## src/rtl/mdio_rd_ctrl.sv

```systemverilog
// MDIO register read controller: IDLE -> RD (RD_LAT cycles) -> CAP -> ACK.
// Optional auto-increment pointer enabled by defining MDIO_RD_AUTOINC_EN.
module mdio_rd_ctrl #(
    parameter int unsigned RD_LAT = 3
) (
    input  logic        clk,
    input  logic        rstn,
    input  logic        mdio_rd_start,
    input  logic        mdio_rd_next,
    input  logic [6:0]  mdio_rd_sel,
    input  logic [14:0] mdio_rd_addr,
    input  logic [8:0]  rf_mdio_pkt_data,
    output logic        mdio_read_en,
    output logic [6:0]  rf_mdio_data_sel,
    output logic [14:0] rf_mdio_memory_addr,
    output logic        mdio_rd_busy,
    output logic        mdio_rd_ack,
    output logic        mdio_rd_err,
    output logic [8:0]  mdio_rd_data
);

    localparam logic [1:0] S_IDLE = 2'd0;
    localparam logic [1:0] S_RD   = 2'd1;
    localparam logic [1:0] S_CAP  = 2'd2;
    localparam logic [1:0] S_ACK  = 2'd3;

    localparam logic [3:0] CNT_LOAD = 4'(RD_LAT - 1);

    logic [1:0]  state_q, state_d;
    logic [3:0]  cnt_q,   cnt_d;
    logic [6:0]  sel_q,   sel_d;
    logic [14:0] addr_q,  addr_d;
    logic        err_q,   err_d;
    logic [8:0]  data_q,  data_d;

    logic        req;
    logic [14:0] req_addr;

`ifdef MDIO_RD_AUTOINC_EN
    // The latched address doubles as the pointer; start wins over next.
    always_comb begin
        req      = mdio_rd_start | mdio_rd_next;
        req_addr = mdio_rd_start ? mdio_rd_addr : addr_q + 15'd1;
    end
`else
    logic unused_next;
    assign unused_next = mdio_rd_next;

    always_comb begin
        req      = mdio_rd_start;
        req_addr = mdio_rd_addr;
    end
`endif

    always_comb begin
        state_d = state_q;
        cnt_d   = cnt_q;
        sel_d   = sel_q;
        addr_d  = addr_q;
        err_d   = err_q;
        data_d  = data_q;
        case (state_q)
            S_IDLE: begin
                err_d = 1'b0;
                if (req) begin
                    if (mdio_rd_sel >= 7'd96) begin
                        err_d   = 1'b1;
                        data_d  = '0;
                        state_d = S_ACK;
                    end else begin
                        sel_d   = mdio_rd_sel;
                        addr_d  = req_addr;
                        cnt_d   = CNT_LOAD;
                        state_d = S_RD;
                    end
                end
            end
            S_RD: begin
                if (cnt_q == 4'd0) begin
                    state_d = S_CAP;
                end else begin
                    cnt_d = cnt_q - 4'd1;
                end
            end
            S_CAP: begin
                data_d  = rf_mdio_pkt_data;
                state_d = S_ACK;
            end
            S_ACK: begin
                err_d   = 1'b0;
                state_d = S_IDLE;
            end
            default: state_d = S_IDLE;
        endcase
    end

    always_ff @(posedge clk or negedge rstn) begin
        if (!rstn) begin
            state_q <= S_IDLE;
            cnt_q   <= '0;
            sel_q   <= '0;
            addr_q  <= '0;
            err_q   <= 1'b0;
            data_q  <= '0;
        end else begin
            state_q <= state_d;
            cnt_q   <= cnt_d;
            sel_q   <= sel_d;
            addr_q  <= addr_d;
            err_q   <= err_d;
            data_q  <= data_d;
        end
    end

    assign mdio_read_en        = (state_q == S_RD);
    assign mdio_rd_busy        = (state_q != S_IDLE);
    assign mdio_rd_ack         = (state_q == S_ACK);
    assign mdio_rd_err         = err_q;
    assign mdio_rd_data        = data_q;
    assign rf_mdio_data_sel    = sel_q;
    assign rf_mdio_memory_addr = addr_q;

endmodule
```

## config.mk

```make
export PLATFORM = sky130hd
export DESIGN_NAME = mdio_rd_ctrl
export DESIGN_NICKNAME = d
export VERILOG_FILES = /design/src/rtl/mdio_rd_ctrl.sv
export SDC_FILE = /design/constraint.sdc
export NUM_CORES = 1
export LEC_CHECK = 0
export ABC_CLOCK_PERIOD_IN_PS = 2440
export CAP_MARGIN = 20
export CORE_ASPECT_RATIO = 1.1
export CORE_MARGIN = 10
export CORE_UTILIZATION = 46
export DETAILED_ROUTE_END_ITERATION = 7
export GPL_TIMING_DRIVEN = 0
export HOLD_SLACK_MARGIN = 0.02
export PLACE_DENSITY_LB_ADDON = 0.12
export RECOVER_POWER = 50
export SKIP_LAST_GASP = 1
export SLEW_MARGIN = 5
export SYNTH_ARGS = -nofsm -noshare
export SYNTH_HDL_FRONTEND = slang
export SYNTH_SLANG_ARGS = --single-unit
```

## constraint.sdc

```tcl
create_clock -name clk -period 2.44 [get_ports clk]
set_input_delay 0.488 -clock clk [delete_from_list [all_inputs] [get_ports clk]]
set_output_delay 0.488 -clock clk [all_outputs]
set_load 0.05 [all_outputs]
```

---- Word level (Yosys, flattened, before mapping) ----
Cells that the tools add are included.
storage, ports and cells
  flip-flop bits (word level) ............. 38
  input bits .............................. 35
  output and inout port bits .............. 35
  word-level logic and storage cells ...... 41
operators by class
  $add $sub $neg .......................... 1
  order comparisons ....................... 1
  equality and inequality tests ........... 8
  mux-type cells .......................... 14
  bitwise gates (word level) .............. 1
  reductions and logical operators ........ 10
operator list
  cell                   count
  $mux W9                2
  $pmux W9 S2            1
  $mux W4                3
  $ne A2 B2 Y1 const B   4
  $pmux W2 S4            1
  $pmux W4 S2            1
  $reduce_bool A2 Y1     4
  $ge A7 B7 Y1 const B   1
  $mux W2                3
  $reduce_and A3 Y1      2
  $eq A2 B2 Y1 const B   2
  $logic_not A4 Y1       1
  $reduce_and A4 Y1      1
  $sub A4 B1 Y4 const B  1
  $eq A2 B1 Y1 const B   1
  $logic_not A2 Y1       1
  $mux W1                2
  $ne A2 B1 Y1 const B   1
  $pmux W1 S2            1
  $reduce_and A2 Y1      1
  $not A1 Y1             1

---- Depth between registers and ports, before layout ----
  depth after elaboration ................. 4
  depth in mapped cells ................... 7
  mapped depth without buffers ............ 6

---- Worst setup path before layout ----
OpenSTA, ideal clock, no wires.
  path type ............................... reg2reg
  from .................................... reg state_q[1]
  to ...................................... reg cnt_q[2]
  library setup time ...................... 128 ps
  data arrival time ....................... 1,722 ps
  required time ........................... 2,312 ps
  slack ................................... 590 ps
  stages on the path, launching flop included .. 7
  buffers on the path ..................... 1
  cells stage by stage .................... dfrtp_1 > inv_1 > ha_1 > clkbuf_1 > nand2_1 > a31oi_1 > o31ai_1
on the way
  longest elaborated chain between the ends .. 3
RTL lines
  what                                                          line  source
  start, declared                                               29    logic [1:0] state_q, state_d;
  start signal, assigned                                        106   state_q <= state_d;
  $eq A2 B1 Y1 *                                                -
  net mdio_read_en                                              13    output logic mdio_read_en,
  $ne A2 B2 Y1 (no line) or $reduce_bool A2 Y1 (tied branches)  -
  $reduce_and A4 Y1 (no line)                                   -
  end signal, assigned                                          107   cnt_q <= cnt_d;
  end, declared                                                 30    logic [3:0] cnt_q, cnt_d;
Mark *: on every way through the listed nets, which the timed path passes. The rest lies on a longest branch.
A chain may end at the register's enable or synchronous reset.

---- Final worst setup path ----
  from .................................... reg state_q[1]
  to ...................................... out mdio_read_en
on the way
  longest elaborated chain between the ends .. 1
RTL lines
  what           line  source
  $eq A2 B1 Y1   115   assign mdio_read_en = (state_q == S_RD);
  end, declared  13
Every way passes these cells.

==> results.md <==
* Worst Clk Skew at 0.00384 ns
* EDFF count, synth at 0
* Fill count at 295
* Port bufs at 68
* Met1 wire length at 1850 um
* Area Overhead vs Synth at 48.2%
* Initial DRC Count at 95
* Most frequent cells in the layout: nand2_1, clkdlybuf4s50_1, dfrtp_1
* Pint at 1990 uW
* CTS tree: built
* Post-Place Cell Area at 2440 um2
* N_diodes at 0
* Synth async-reset ratio at 100%
* Antenna viol nets, final at 0
* Yosys warning count at 0
* Register area share after synthesis at 55.7%
* Max-slew violations at 39
* Leak at 0.00118 uW
* HPWL Detailed at 3290 um
* Largest cells by area after synthesis: dfrtp_1, nand2_1, ha_1
* Yosys reg bits at 38
* Vias in the first global route at 1501
* DR WL/cell at 13.8 um
* Worst-path clk slew at 0.07 ns
* Hold Path Class: flip-flop to flip-flop
* Post-Synthesis Cells at 185
* Sink Count at 38
* Final setup violation count at 0
* CTS buffer count at 5
* Met3 WL at 291 um
* Share of layout cells above drive strength 1 at 6.13%
* Critical path peak fanout at 4
* Clock Power Share at 13.3%
* Mapped Nets at 227
* Max Cap Violations at 1
* Clk_lat worst skew at 0.29 ns
* Combinational share of power at 59.0%
* CP startpoint kind: flip-flop
* Fin crit share at 94.4%
* Fin area at 2530 um2
* Switching share of total power at 49.3%
* Min cycle time layout at 2.30 ns
* RSZ-0062 raised after global routing: no
* Synth Flop Type: dfrtp_1
* Cell taking the most area after synthesis: dfrtp_1
* CTS Buffer Depth at 2
* Syn_area_per_cell at 9.23 um2
* Core area at 3600 um2
* Most common cell after layout, fill and taps aside: nand2_1
* Initial core utilization at 47.4%
* Hold Slack at 0.476 ns
* H-tree levels at 2
* Rel. slew slack at -32.3%
* Final Net Count at 302
* CP arrival at 1.81 ns
* Root buf cell: clkbuf_8
* Final WL at 4300 um
* DR top layer: met4
* Mapped Area at 1710 um2
* Post-layout total power at 3920 uW
* Setup CP Type: flip-flop to output pin
* Vias per std cell at 4.76
* CP Capture Type: output pin
* Largest net degree at the start of global routing at 39
* Total GRT Usage at 13.7%
* First-pass GRT wire length at 7300 um
* Via count at 1479
* Initial antenna violation count at 0
* # rows at 23
* Failing checks: capacitance limit, slew limit
* Final hold vios at 0
* Outcome: finished with violations
* CTS Hold Buffers Added at 0
* Cell Pwr Density at 1550 nW/um2
* DRT Pass-1 Iters at 4
* I/O pins at 70
* Max Freq at 434 MHz
* P_sw at 1930 uW
* DRC viols at 0
* Die area at 6550 um2
* Gr ovfl total at 0
* Gpl congestion at 0.780
* Die height at 83.9 um
* Required @ worst endpoint at 1.95 ns
* Synth top area share at 55.7%
* Met2 routed wirelength at 2110 um
* Seq pwr share at 27.7%
* Die X-Extent at 78.1 um
* VDD IR max at 0.000744 V
* Slew @ Worst Pin at 1.98 ns
* Synth cell types at 27
==> kinds of logic after synthesis <==
kind of cell	after synthesis	share of synthesized area (%)
simple gates	103	24.9
flops	38	55.7
compound gates	25	11.0
buf+inv	12	3.23
fa+ha+maj	7	5.13
==> repair_timing <==
action	CTS	global route
setup buffers	0	0
endpoints found under the setup margin	1	0
gates resized for setup	1	0
==> power groups by stage <==
stage	Clock, uW	Combinational, uW	Sequential [uW]
after global placement	0	2360	1090
after floorplan	0	766	1930
after CTS	535	2380	1090
after detailed placement	0	2380	1100
after global routing	560	2500	1130
final	521	2320	1090
==> cell type report <==
cell class | count | area [um2] | area share (%)
multi-input combinational | 135 | 683 | 27.0
tap | 50 | 62.6 | 2.47
inverter | 5 | 18.8 | 0.742
buffer | 7 | 33.8 | 1.34
timing repair buffer | 68 | 673 | 26.6
clock inverter | 1 | 30.0 | 1.19
clock buffer | 7 | 76.3 | 3.02
sequential | 38 | 951 | 37.6
==> per-stage QoR <==
step | setup TNS (ns) | std cells | worst slack (ns) | util, %
after floorplan | 0 | 185 | 0.590 | -
after global placement | -0.467 | 303 | -0.0144 | 68.1
after detailed placement | 0 | 303 | 0.114 | 68.0
after CTS | 0 | 311 | 0.0883 | 70.9
after global routing | 0 | 311 | 0.0624 | 70.3
final | 0 | 311 | 0.137 | 70.3
==> synth_stat cells (2+ instances only) <==
cell type and instances:
o211ai_1 2, nand3_1 4, a31oi_1 3, a21oi_2 2, o21ai_1 3, o31ai_1 2
nand3b_1 2, inv_1 5, dfrtp_1 38, o21ai_0 8, nand2_1 84, nor2_1 7
ha_1 7, buf_2 5
==> per-layer routing <==
metal,vias to the layer above,GRT usage [%]
li1,749,-
met1,689,16.0
met2,37,21.9
met3,4,5.60
met4,0,4.40
met5,-,0
==> worst max-delay path: stages (launching register included) <==
cell             delay [ns]
dfrtp_1                0.43
inv_1                  0.12
ha_1                   0.18
clkdlybuf4s50_1        0.80
==> state kept, by name, indices dropped and copies added (netlist names) <==
signal	count
rf_mdio_data_sel	7
mdio_rd_err	1
rf_mdio_memory_addr	15
state_q	2
cnt_q	4
mdio_rd_data	9
==> path summary, 6_finish.rpt <==
path                                         from                endpoint  slack [ns]  cells after the start
setup / recovery                       state_q[1]            mdio_read_en        0.14                      3
max in group asynchronous                    rstn  rf_mdio_memory_addr[1]        0.55                      1
hold / removal             rf_mdio_memory_addr[9]  rf_mdio_memory_addr[9]        0.48                      2
min in group asynchronous                    rstn         mdio_rd_data[8]        0.75                      1
hold reg to reg            rf_mdio_memory_addr[9]  rf_mdio_memory_addr[9]        0.48                      2
setup reg to reg                         cnt_q[0]              state_q[0]        0.72                      6
Note: power is estimated with default switching activity, not from simulation.
